--- src/rtl/pll_reset_sequencer_pkg.sv ---
`default_nettype none
// +----------------------------------------------------------------------+
// | pll_reset_pkg                                                        |
// | Shared state encoding and default timing constants for the staged   |
// | PLL reset sequencer.                                                 |
// | Rev 1.0 - initial release                                            |
// +----------------------------------------------------------------------+
package pll_reset_pkg;

  typedef enum logic [1:0] {
    WAIT_LOCK = 2'd0,
    HOLD      = 2'd1,
    RELEASE   = 2'd2,
    RUN       = 2'd3
  } state_t;

  localparam int LOCK_FILTER_DEF = 8;
  localparam int HOLD_CYCLES_DEF = 1024;
  localparam int STAGE_GAP_DEF   = 16;
  localparam int LOSS_CNT_W      = 8;

endpackage
`default_nettype wire

--- src/rtl/pll_reset_sequencer_sync_2ff.sv ---
`default_nettype none
// +----------------------------------------------------------------------+
// | sync_2ff                                                             |
// | 1-bit two-flop synchronizer, synchronous active-high reset to 0.    |
// | Rev 1.0 - initial release                                            |
// +----------------------------------------------------------------------+
module sync_2ff (
  input  logic clk,
  input  logic reset,
  input  logic d,
  output logic q
);

  logic r_meta;
  logic r_sync;

  always_ff @(posedge clk) begin
    if (reset) begin
      r_meta <= 1'b0;
      r_sync <= 1'b0;
    end else begin
      r_meta <= d;
      r_sync <= r_meta;
    end
  end

  assign q = r_sync;

endmodule
`default_nettype wire

--- src/rtl/pll_reset_sequencer.sv ---
`default_nettype none
// +----------------------------------------------------------------------+
// | pll_reset_sequencer                                                  |
// | Filters PLL lock, then releases staged resets in order; any lock    |
// | loss or software request re-asserts all stages and re-sequences.    |
// | Rev 1.0 - initial release                                            |
// +----------------------------------------------------------------------+
module pll_reset_sequencer
  import pll_reset_pkg::*;
#(
  parameter int LOCK_FILTER = LOCK_FILTER_DEF,
  parameter int HOLD_CYCLES = HOLD_CYCLES_DEF,
  parameter int STAGE_GAP   = STAGE_GAP_DEF,
  parameter int N_STAGES    = 3,
  parameter int CNT_W       = 11
) (
  input  logic                  clk,
  input  logic                  reset,
  input  logic                  lock,
  input  logic                  sw_rst_req,
  output logic [N_STAGES-1:0]   rst_out,
  output logic                  ready,
  output logic [LOSS_CNT_W-1:0] lock_loss_count
);

  localparam int S_W = (N_STAGES > 1) ? $clog2(N_STAGES) : 1;

  localparam logic [CNT_W-1:0]      c_lf_last   = CNT_W'(LOCK_FILTER - 1);
  localparam logic [CNT_W-1:0]      c_hold_last = CNT_W'(HOLD_CYCLES - 1);
  localparam logic [CNT_W-1:0]      c_gap_last  = CNT_W'(STAGE_GAP - 1);
  localparam logic [S_W-1:0]        c_last_stg  = S_W'(N_STAGES - 1);
  localparam logic [N_STAGES-1:0]   c_one       = N_STAGES'(1);
  localparam logic [LOSS_CNT_W-1:0] c_loss_max  = '1;

  state_t                  r_state, w_state_nxt;
  logic [CNT_W-1:0]        r_cnt, w_cnt_nxt;
  logic [S_W-1:0]          r_stage, w_stage_nxt;
  logic [N_STAGES-1:0]     r_rst_out, w_rst_nxt;
  logic                    r_ready, w_ready_nxt;
  logic [LOSS_CNT_W-1:0]   r_loss_cnt, w_loss_nxt;
  logic                    w_lock_s;
  logic                    w_abort;
  logic [S_W-1:0]          w_stage_inc;

  sync_2ff u_lock_sync (
    .clk   (clk),
    .reset (reset),
    .d     (lock),
    .q     (w_lock_s)
  );

  assign w_abort     = (r_state != WAIT_LOCK) && (!w_lock_s || sw_rst_req);
  assign w_stage_inc = r_stage + S_W'(1);

  always_comb begin
    w_state_nxt = r_state;
    w_cnt_nxt   = r_cnt;
    w_stage_nxt = r_stage;
    w_rst_nxt   = r_rst_out;
    w_ready_nxt = r_ready;
    w_loss_nxt  = r_loss_cnt;

    case (r_state)
      WAIT_LOCK: begin
        if (sw_rst_req || !w_lock_s) begin
          w_cnt_nxt = '0;
        end else if (r_cnt == c_lf_last) begin
          w_state_nxt = HOLD;
          w_cnt_nxt   = '0;
        end else begin
          w_cnt_nxt = r_cnt + CNT_W'(1);
        end
      end
      HOLD: begin
        if (r_cnt == c_hold_last) begin
          w_cnt_nxt   = '0;
          w_stage_nxt = '0;
          w_rst_nxt   = r_rst_out & ~c_one;
          if (N_STAGES == 1) begin
            w_state_nxt = RUN;
            w_ready_nxt = 1'b1;
          end else begin
            w_state_nxt = RELEASE;
          end
        end else begin
          w_cnt_nxt = r_cnt + CNT_W'(1);
        end
      end
      RELEASE: begin
        if (r_cnt == c_gap_last) begin
          w_cnt_nxt   = '0;
          w_stage_nxt = w_stage_inc;
          w_rst_nxt   = r_rst_out & ~(c_one << w_stage_inc);
          if (w_stage_inc == c_last_stg) begin
            w_state_nxt = RUN;
            w_ready_nxt = 1'b1;
          end
        end else begin
          w_cnt_nxt = r_cnt + CNT_W'(1);
        end
      end
      RUN: begin
        w_rst_nxt   = '0;
        w_ready_nxt = 1'b1;
      end
      default: w_state_nxt = WAIT_LOCK;
    endcase

    // A lock drop coinciding with a software request is one lock-loss event.
    if (w_abort) begin
      w_state_nxt = WAIT_LOCK;
      w_cnt_nxt   = '0;
      w_stage_nxt = '0;
      w_rst_nxt   = '1;
      w_ready_nxt = 1'b0;
      if (!w_lock_s && (r_loss_cnt != c_loss_max)) begin
        w_loss_nxt = r_loss_cnt + LOSS_CNT_W'(1);
      end
    end
  end

  always_ff @(posedge clk) begin
    if (reset) begin
      r_state    <= WAIT_LOCK;
      r_cnt      <= '0;
      r_stage    <= '0;
      r_rst_out  <= '1;
      r_ready    <= 1'b0;
      r_loss_cnt <= '0;
    end else begin
      r_state    <= w_state_nxt;
      r_cnt      <= w_cnt_nxt;
      r_stage    <= w_stage_nxt;
      r_rst_out  <= w_rst_nxt;
      r_ready    <= w_ready_nxt;
      r_loss_cnt <= w_loss_nxt;
    end
  end

  assign rst_out         = r_rst_out;
  assign ready           = r_ready;
  assign lock_loss_count = r_loss_cnt;

endmodule
`default_nettype wire

--- config.mk ---
export PLATFORM = sky130hd
export DESIGN_NAME = pll_reset_sequencer
export DESIGN_NICKNAME = d
export VERILOG_FILES = /design/src/rtl/pll_reset_sequencer_pkg.sv /design/src/rtl/pll_reset_sequencer_sync_2ff.sv /design/src/rtl/pll_reset_sequencer.sv
export SDC_FILE = /design/constraint.sdc
export NUM_CORES = 1
export LEC_CHECK = 0
export BUFFER_PORTS_ARGS = -buffer_cell sky130_fd_sc_hd__buf_2
export CAP_MARGIN = 0
export CORE_MARGIN = 8
export CORE_UTILIZATION = 60
export CTS_BUF_LIST = sky130_fd_sc_hd__clkbuf_2
export CTS_CLUSTER_DIAMETER = 30
export CTS_CLUSTER_SIZE = 30
export DETAILED_ROUTE_END_ITERATION = 7
export GPL_TIMING_DRIVEN = 0
export PLACE_DENSITY = 0.79
export SKIP_LAST_GASP = 1
export SLEW_MARGIN = 40
export SYNTH_ARGS = -nofsm -noshare
export SYNTH_HDL_FRONTEND = slang
export SYNTH_SLANG_ARGS = --single-unit
--- constraint.sdc ---
create_clock -name clk -period 2.1 [get_ports clk]
set_clock_uncertainty 0.15 [all_clocks]
set_input_delay 0.315 -clock clk [delete_from_list [all_inputs] [get_ports clk]]
set_output_delay 0.315 -clock clk [all_outputs]
set_load 0.01 [all_outputs]
==> flow_summary.toml, run 1 <==
[status]
outcome = "completed"

[routing]
via_per_inst = 6.22
first_pass_iters = 4
drt_iter0_drc = 72
wl_per_cell_um = 16.7
wl_um = 3890
drc_errors = 0
num_vias = 1450
ant_nets = 0

[grt]
grt_max_degree = 11
grt_pass1_wl_um = 6180
antenna_found_initial = 0
globalRouteTotalUtil_pct = 17.2
grt_pass1_vias = 1399
grt_overflow = 0

[sta]
maxSlewViolCount = 0
finalCriticalPeriod_ns = 2.04
fin_crit_sh_pct = 97.0
finalWorstSetupSlack_ns = 0.0621
rsz0062_at_grt = "yes"
clock.fmax_mhz = 491
setup_viol = 0
max_slew_margin_pct = 64.5
tightest_slew_ns = 0.525
finalHoldViolations = 0

[critical_path]
startpoint_type = "register"
worst_setup_path_end_kind = "register"
slowest_stage = "ha_2"
crit_top_cell = "inv_1"
cp_slowest_stage_delay_ns = 0.42
crit_type = "reg2reg"
cp_cell_sequence = "inv_1 -> ha_2 -> inv_1 -> a311oi_4 -> nor4_4 -> buf_4 -> nor3_1"
critPathArrivalTime_ns = 2.18
cp_data_required_time_ns = 2.25
path_max_fanout = 7

[floorplanning]
num_io_pins = 16
die-area_um2 = 4680
initial_core_util_pct = 61.3
coreArea_um2 = 2690
die_h_um = 68.4
die_x_um = 68.4
fp-row-count = 19

[synth]
synth_edf_count = 0
yosysWarnings = 0
avgSynthCellArea_um2 = 9.36
syn-instance-count = 176
seq_area_frac_synth_pct = 35.2
syn_nets = 192
synth_cell_types = 52
synth_ff_type = "dfxtp_1"
synth_area_um2 = 1650
ys_ff_latch = 29
async_reset_ff_share_pct = 0

[layout]
final_layout_size_suffix_gt1_share_pct = 21.8
seqCellArea_um2 = 583
final_common_cell = "dfxtp_1"
final_cell_mix = "27 x dfxtp_1, 16 x buf_2, 13 x nand2_1"
nNetsFinal = 217
final-instance-count-excl-fill = 233
area_delta_synth_final_pct = 13.9
multi_input_area_um2 = 1050
fillers = 210
diodes = 0
postLayoutCoreUtil_pct = 69.9

[pwr]
comb_power_share_pct = 3.5
p_switching_w = 0.000223
ir_drop_mv = 0.428
power_frac_seq_pct = 63.6
leakagePower_nw = 0.735
clockPowerShare_pct = 32.9
power.density_nw_per_um2 = 464
switching_share_pct = 25.6
internal-power_w = 0.000648

[placed_design]
gp_congestion = 0.829
io_buffers = 15
place_ws_ns = -0.0373
dp_cells = 222
hpwlAfterDp_um = 2670

[clock_tree]
cts_root_buf = "clkbuf_2"
path_clk_slew_ns = 0.16
cts_tree = "yes"
cts_htree_levels = 2
clkLatencyLatePin_ns = 0.38
clock-sinks = 29
cts_buffer_depth = 2
cts_made_buffers = 5

[worst_hold_path]
hold_path_class = "in2reg"

[flow_run]
drv_cap = 0
[metrics by stage]
| stage | hold WS, ns | total power (W) | area, um2 | setup TNS [ns] |
|---|---|---|---|---|
| 2_1_floorplan | 0.264 | 0.000583 | 1650 | 0 |
| 3_3_place_gp | 0.268 | 0.000592 | 1760 | 0 |
| 3_5_place_dp | 0.288 | 0.000593 | 1760 | -0.100 |
| 4_1_cts | 0.175 | 0.000874 | 1820 | 0 |
| 5_1_grt | 0.204 | 0.000905 | 1880 | -0.247 |
| 6_report | 0.196 | 0.000870 | 1880 | 0 |
[worst max-delay path: cells and delay by family (launching register included)]
| family | cells | cell delay, ns |
|---|---|---|
| AOI/OAI and AO/OA | 1 | 0.31 |
| adders and majority gates | 1 | 0.42 |
| buffers and inverters | 3 | 0.38 |
| DFF | 1 | 0.41 |
| and+or+nand+nor | 2 | 0.27 |
[power groups by stage]
stage                     combinational [W]  sequential, W  clock (W)
after detailed placement          0.0000266       0.000566          0
after global placement            0.0000258       0.000566          0
after global routing              0.0000334       0.000555   0.000317
after floorplan                   0.0000176       0.000565          0
final                             0.0000303       0.000554   0.000286
after CTS                         0.0000281       0.000554   0.000292
[layout make-up]
class | count | share of cell area, %
Buffer | 5 | 1.53
Tap cell | 31 | 2.07
Timing Repair Buffer | 18 | 5.33
Multi-Input combinational cell | 132 | 55.9
Clock buffer | 6 | 1.60
Clock inverter | 2 | 0.533
Inverter | 10 | 2.00
Sequential cell | 29 | 31.1
[what timing repair did]
action                                  CTS  global route
endpoints found under the setup margin    9            15
buffers inserted                          0             2
pin swaps                                 0             3
endpoints found under the hold margin     1             0
resized for setup                         1             8
hold buffers                              1             0
[cell usage after synthesis (3+ instances only)]
cell	count	area [um2]
xnor2_1	5	43.8
xor2_1	8	70.1
nor4_4	3	63.8
dfxtp_1	29	581
a21oi_1	3	15.0
and3_1	3	18.8
nand3_1	3	15.0
a41oi_1	4	35.0
nor3_1	11	55.1
nor2_1	11	41.3
nor2b_1	6	37.5
nand2_1	13	48.8
inv_1	10	37.5
mux2i_1	3	30.0
ha_1	12	150
nand4_1	6	37.5
[path summary, 6_finish.rpt]
kind                 startpoint                  to  slack, ns  cells past startpoint
max reg2reg          r_state[1]            r_cnt[5]       0.06                      7
min                       reset  lock_loss_count[5]       0.20                      3
min reg2reg  u_lock_sync.r_meta       u_lock_sync.q       0.31                      1
max                  r_state[1]            r_cnt[5]       0.06                      7
[flip-flops by register name, indices dropped and copies added (netlist names)]
signal	cells
ready	1
lock_loss_count	8
r_cnt	11
u_lock_sync.r_meta	1
r_stage	2
rst_out	3
r_state	2
u_lock_sync.q	1
[cell families after synthesis]
logic type	count (synthesis)	share of synthesized area [%]
compound gates	31	14.7
xor+xnor	13	6.91
fa+ha+maj	12	9.11
buf+inv	15	4.02
flops	29	35.2
mux	4	2.51
simple gates	72	27.5
[routing by layer]
layer / part of all wire, % / vias to the layer above / track usage [%] / routed length (um)
met5: 0 / - / 0 / 0
met4: 3.5 / 0 / 8.44 / 137
met3: 5.8 / 15 / 6.06 / 225
met2: 49 / 51 / 28.3 / 1920
met1: 41 / 686 / 19.3 / 1600
li1: - / 698 / - / -
Power figures use the tool's default switching activity.
==> run 2: changes to the inputs <==
--- a/config.mk
+++ b/config.mk
@@ -9,5 +9,5 @@
 export CAP_MARGIN = 0
 export CORE_MARGIN = 8
-export CORE_UTILIZATION = 60
+export CORE_UTILIZATION = 55
 export CTS_BUF_LIST = sky130_fd_sc_hd__clkbuf_2
 export CTS_CLUSTER_DIAMETER = 30
@@ -15,5 +15,5 @@
 export DETAILED_ROUTE_END_ITERATION = 7
 export GPL_TIMING_DRIVEN = 0
-export PLACE_DENSITY = 0.79
+export PLACE_DENSITY = 0.73
 export SKIP_LAST_GASP = 1
 export SLEW_MARGIN = 40
==> constraint.sdc (replaced) <==
create_clock -name clk -period 2.1 [get_ports clk]
set_clock_uncertainty 0.15 [all_clocks]
set_input_delay 0.42 -clock clk [delete_from_list [all_inputs] [get_ports clk]]
set_output_delay 0.42 -clock clk [all_outputs]
set_load 0.01 [all_outputs]
==> run 2 against run 1 <==
Sequential cell count unchanged. Largest cell class unchanged. Critical path type unchanged. Critical path depth down 2. Combinational power down 12%. First-iteration DRC count is 32% lower. Sequential share of layout area increased by 0.25 points. Non-clock buffer count decreased by 2. Cell area shrank 1.0%. Cell count down 0.43%. Total power shrank 3.3%.
==> flow_summary.toml, run 2 (same netlist as run 1, synthesis figures left out) <==
[layout]
final_layout_size_suffix_gt1_share_pct = 20.1
fillers = 263
area_delta_synth_final_pct = 12.8
regMostFlops = "r_cnt"
fin_area_um2 = 1860
final_common_cell = "dfxtp_1"
final-instance-count-excl-fill = 232
largest_reg_flops = 11
diodes = 0
nNetsFinal = 215
final_cell_mix = "28 x dfxtp_1, 16 x buf_2, 13 x nand2_1"

[critical_path]
startpoint_type = "register"
reg2reg_to = "r_state[1]"
crit_type = "reg2reg"
path_max_fanout = 7
critPathArrivalTime_ns = 2.11
r2r_setup_slack_ns = 0.12
worst_setup_path_end_kind = "register"
r2r_start = "r_cnt[4]"
cp_data_required_time_ns = 2.24
worstRegToRegCells = 5

[sta]
tns_ns = 0
finalWorstSetupSlack_ns = 0.124
setup_viol = 0
tightest_slew_ns = 0.538
rsz0062_at_grt = "no"
fin_crit_sh_pct = 94.1
finalCriticalPeriod_ns = 1.98
finalHoldViolations = 0
maxSlewViolCount = 0
clock.fmax_mhz = 506
max_slew_margin_pct = 63.7

[routing]
drt_iter0_drc = 49
via_per_inst = 5.91
drc_errors = 0
first_pass_iters = 4
num_vias = 1370
wl_per_cell_um = 14.3
ant_nets = 0
wl_um = 3320

[clock_tree]
cts_hold_buffers = 0
cts_htree_levels = 2
path_clk_slew_ns = 0.14
cts_buffer_depth = 2
clock-sinks = 29
cts_made_buffers = 5
cts_root_buf = "clkbuf_2"
clkLatencyLatePin_ns = 0.36
cts_tree = "yes"

[pwr]
comb_power_share_pct = 3.2
leakagePower_nw = 0.721
switching_share_pct = 24.0
ir_drop_mv = 0.377
clockPowerShare_pct = 31.1
internal-power_w = 0.000640
power_frac_seq_pct = 65.8
p_switching_w = 0.000202
power.density_nw_per_um2 = 453

[floorplanning]
num_io_pins = 16
die-area_um2 = 5000
die_h_um = 70.7
coreArea_um2 = 2950
initial_core_util_pct = 55.8
fp-row-count = 20
die_x_um = 70.7

[placed_design]
place_area_um2 = 1760
place_ws_ns = -0.0163
dp_cells = 224
gp_congestion = 0.909
io_buffers = 15
hpwlAfterDp_um = 2510

[grt]
antenna_found_initial = 0
grt-busiest-layer = "met2"
globalRouteTotalUtil_pct = 14.7
grt_use_met3_pct = 3.81
grt_overflow = 0
grt_max_degree = 11
grt_pass1_vias = 1379
grt_pass1_wl_um = 5990
met2_usage_pct = 23.3
grtUsageMet1_pct = 17.2

[worst_hold_path]
hold_path_class = "in2reg"
hold_path_end = "u_lock_sync.r_meta"
hold_start = "lock"
min_path_cells = 2

[status]
outcome = "completed"

[flow_run]
drv_cap = 0
## run 2: power groups by stage
stage | sequential, W | combinational (W) | clock [W]
finish | 0.000554 | 0.0000268 | 0.000261
global route | 0.000555 | 0.0000300 | 0.000294
CTS | 0.000554 | 0.0000263 | 0.000272
detailed placement | 0.000566 | 0.0000263 | 0
global placement | 0.000566 | 0.0000259 | 0
floorplan | 0.000565 | 0.0000176 | 0
## run 2: worst max path at each step
stage               startpoint          to  slack, ns  depth (start not counted)
floorplan           r_state[0]   r_cnt[10]       0.21                          6
global placement    r_state[0]   r_cnt[10]       0.02                          6
detailed placement  r_state[0]   r_cnt[10]      -0.02                          6
CTS                 r_state[0]    r_cnt[7]       0.08                          5
global route          r_cnt[0]  r_state[1]      0.002                          5
finish                r_cnt[4]  r_state[1]       0.12                          5
## run 2: timing repair
action                                  in CTS  in global routing
pin swaps                                    0                  2
resized for setup                            1                  7
endpoints found under the setup margin      10                  8
buffers inserted                             0                  1
## run 2: routing by layer
metal	share of wire [%]	vias to the layer above
met2	46	28
li1	-	690
met1	47	645
met3	4.6	7
met5	0	-
met4	2.3	0
## run 2: final cells by class
class | instances | area (um2) | area share, %
Buffer | 5 | 28.8 | 1.55
Clock inverter | 1 | 3.75 | 0.202
Sequential cell | 29 | 582 | 31.3
Timing Repair Buffer | 16 | 82.6 | 4.44
Multi-Input combinational cell | 132 | 1050 | 56.6
Inverter | 10 | 37.5 | 2.02
Clock buffer | 6 | 30.0 | 1.62
Tap cell | 33 | 41.3 | 2.22
## run 2: worst max-delay path, cell delays in order (launching register included)
cell      delay (ns)
dfxtp_1         0.47
and4_1          0.22
clkbuf_2        0.18
a41oi_1         0.27
nor4_4          0.40
mux2i_1         0.22
## run 2: through the flow
stage / hold WS, ns / utilization [%] / power (W)
4_1_cts: 0.0764 / 61.1 / 0.000852
3_5_place_dp: 0.298 / 59.7 / 0.000592
3_3_place_gp: 0.269 / 59.7 / 0.000592
6_report: 0.112 / 62.9 / 0.000842
5_1_grt: 0.0683 / 62.9 / 0.000878
2_1_floorplan: 0.264 / - / 0.000583
==> run 3: changes to the inputs <==
==> constraint.sdc (replaced) <==
create_clock -name clk -period 2.1 [get_ports clk]
set_clock_uncertainty 0.15 [all_clocks]
set_input_delay 0.315 -clock clk [delete_from_list [all_inputs] [get_ports clk]]
set_output_delay 0.315 -clock clk [all_outputs]
set_load 0.01 [all_outputs]
==> run 3 against run 2 <==
Sequential cell count did not move. Sequential share of layout area is 0.17 points lower. Largest power group unchanged. Register-to-register slack barely moved. Combinational power up 5%. Cell count rose by 0.43%.
==> flow_summary.toml, run 3 (same netlist as run 1, synthesis figures left out) <==
[layout]
nNetsFinal = 216
final_cell_mix = "28 x dfxtp_1, 16 x buf_2, 13 x nand2_1"
multi_input_area_um2 = 1050
diodes = 0
regMostFlops = "r_cnt"
largest_reg_flops = 11
fillers = 262
final_layout_size_suffix_gt1_share_pct = 20.0
final_common_cell = "dfxtp_1"
postLayoutCoreUtil_pct = 63.3
seqCellArea_um2 = 582
area_delta_synth_final_pct = 13.4

[critical_path]
critPathArrivalTime_ns = 2.11
worstSetupStartpoint = "r_cnt[4]"
startpoint_type = "register"
path_max_fanout = 7
crit_buf_inv = 1
cp_data_required_time_ns = 2.24
slowest_stage = "dfxtp_1"
cp_cell_sequence = "and4_1 -> clkbuf_2 -> a41oi_1 -> nor4_4 -> mux2i_1"
worst_setup_path_end_kind = "register"
r2r_setup_slack_ns = 0.12
crit_type = "reg2reg"
cp_top_family = "simple AND/OR/NAND/NOR gates"
cp_slowest_stage_delay_ns = 0.47
r2r_start = "r_cnt[4]"

[sta]
finalHoldViolations = 0
clock.fmax_mhz = 506
rsz0062_at_grt = "no"
fin_crit_sh_pct = 94.1
tightest_slew_ns = 0.538
maxSlewViolCount = 0
max_slew_margin_pct = 63.7
tns_ns = 0
finalCriticalPeriod_ns = 1.98
setup_viol = 0

[grt]
grt_max_degree = 11
grt-busiest-layer = "met2"
globalRouteTotalUtil_pct = 14.7
grt_pass1_wl_um = 6000
grt_pass1_vias = 1388
met2_usage_pct = 23.4
grt_overflow = 0
antenna_found_initial = 0
grt_use_met3_pct = 3.81
grtUsageMet1_pct = 17.2

[routing]
wl_um = 3320
first_pass_iters = 4
ant_nets = 0
wl_per_cell_um = 14.3
via_per_inst = 5.90
drc_errors = 0
num_vias = 1375
drt_iter0_drc = 39

[worst_hold_path]
hold_path_class = "in2reg"
hold_start = "reset"

[pwr]
power.density_nw_per_um2 = 452
leakagePower_nw = 0.725
ir_drop_mv = 0.381

[clock_tree]
cts_root_buf = "clkbuf_2"
cts_made_buffers = 5
clock-sinks = 29
clkLatencyLatePin_ns = 0.36
cts_buffer_depth = 2
cts_tree = "yes"
cts_htree_levels = 2
path_clk_slew_ns = 0.14

[flow_run]
drv_cap = 0

[floorplanning]
coreArea_um2 = 2950
die-area_um2 = 5000
fp-row-count = 20
num_io_pins = 16
die_h_um = 70.7
die_x_um = 70.7
initial_core_util_pct = 55.8

[placed_design]
io_buffers = 15
hpwlAfterDp_um = 2510
gp_congestion = 0.909

[status]
outcome = "completed"
[run 3: cell count changes in the layout (fill, tap and decap cells not counted), sizes merged]
cell | previous run | this run
dlygate4sd3 | 0 | 1
[run 3: final cells by class]
cell class / instances / share of cell area [%]
plain buffers: 5 / 1.54
clock buffers: 6 / 1.61
clock inverters: 1 / 0.201
inverters: 10 / 2.01
multi-input cells: 132 / 56.3
flip-flops and latches: 29 / 31.1
well taps: 33 / 2.21
repair buffers: 17 / 4.96
[run 3: power breakdown]
part           switching, W  internal, W  leakage (nW)
registers        0.00000145     0.000552         0.235
clock network      0.000184    0.0000775        0.0265
logic             0.0000171    0.0000110         0.464
[run 3: worst paths after layout]
kind                        end  cells after the start
max                  r_state[1]                      5
min          lock_loss_count[5]                      3
max reg2reg          r_state[1]                      5
min reg2reg       u_lock_sync.q                      1
[run 3: metrics by stage]
step,setup slack (ns),instance area [um2],hold slack (ns),total power [W],instances
2_1_floorplan,0.208,1650,0.264,0.000583,176
3_3_place_gp,0.0239,1760,0.269,0.000592,224
3_5_place_dp,-0.0163,1760,0.298,0.000592,224
4_1_cts,0.0843,1810,0.181,0.000854,232
5_1_grt,0.00225,1870,0.188,0.000880,233
6_report,0.124,1870,0.216,0.000844,233
[run 3: timing repair]
item                       4_1_cts  5_1_grt
hold buffers                     1        0
setup buffers                    0        1
hold endpoints to repair         1        0
cloned                           0        0
gates resized for setup          1        7
pin swaps                        0        2
setup endpoints to repair       10        8
[run 3: worst reg2reg max path, cell delays in order (launching register included)]
cell and delay (ns):
dfxtp_1 0.47, and4_1 0.22, clkbuf_2 0.18, a41oi_1 0.28, nor4_4 0.40, mux2i_1 0.22
[run 3: per-layer routing]
metal | wire length, um | vias to the layer above
met5 | 0 | -
met1 | 1570 | 648
met4 | 76 | 0
met3 | 151 | 7
met2 | 1520 | 28
li1 | - | 692
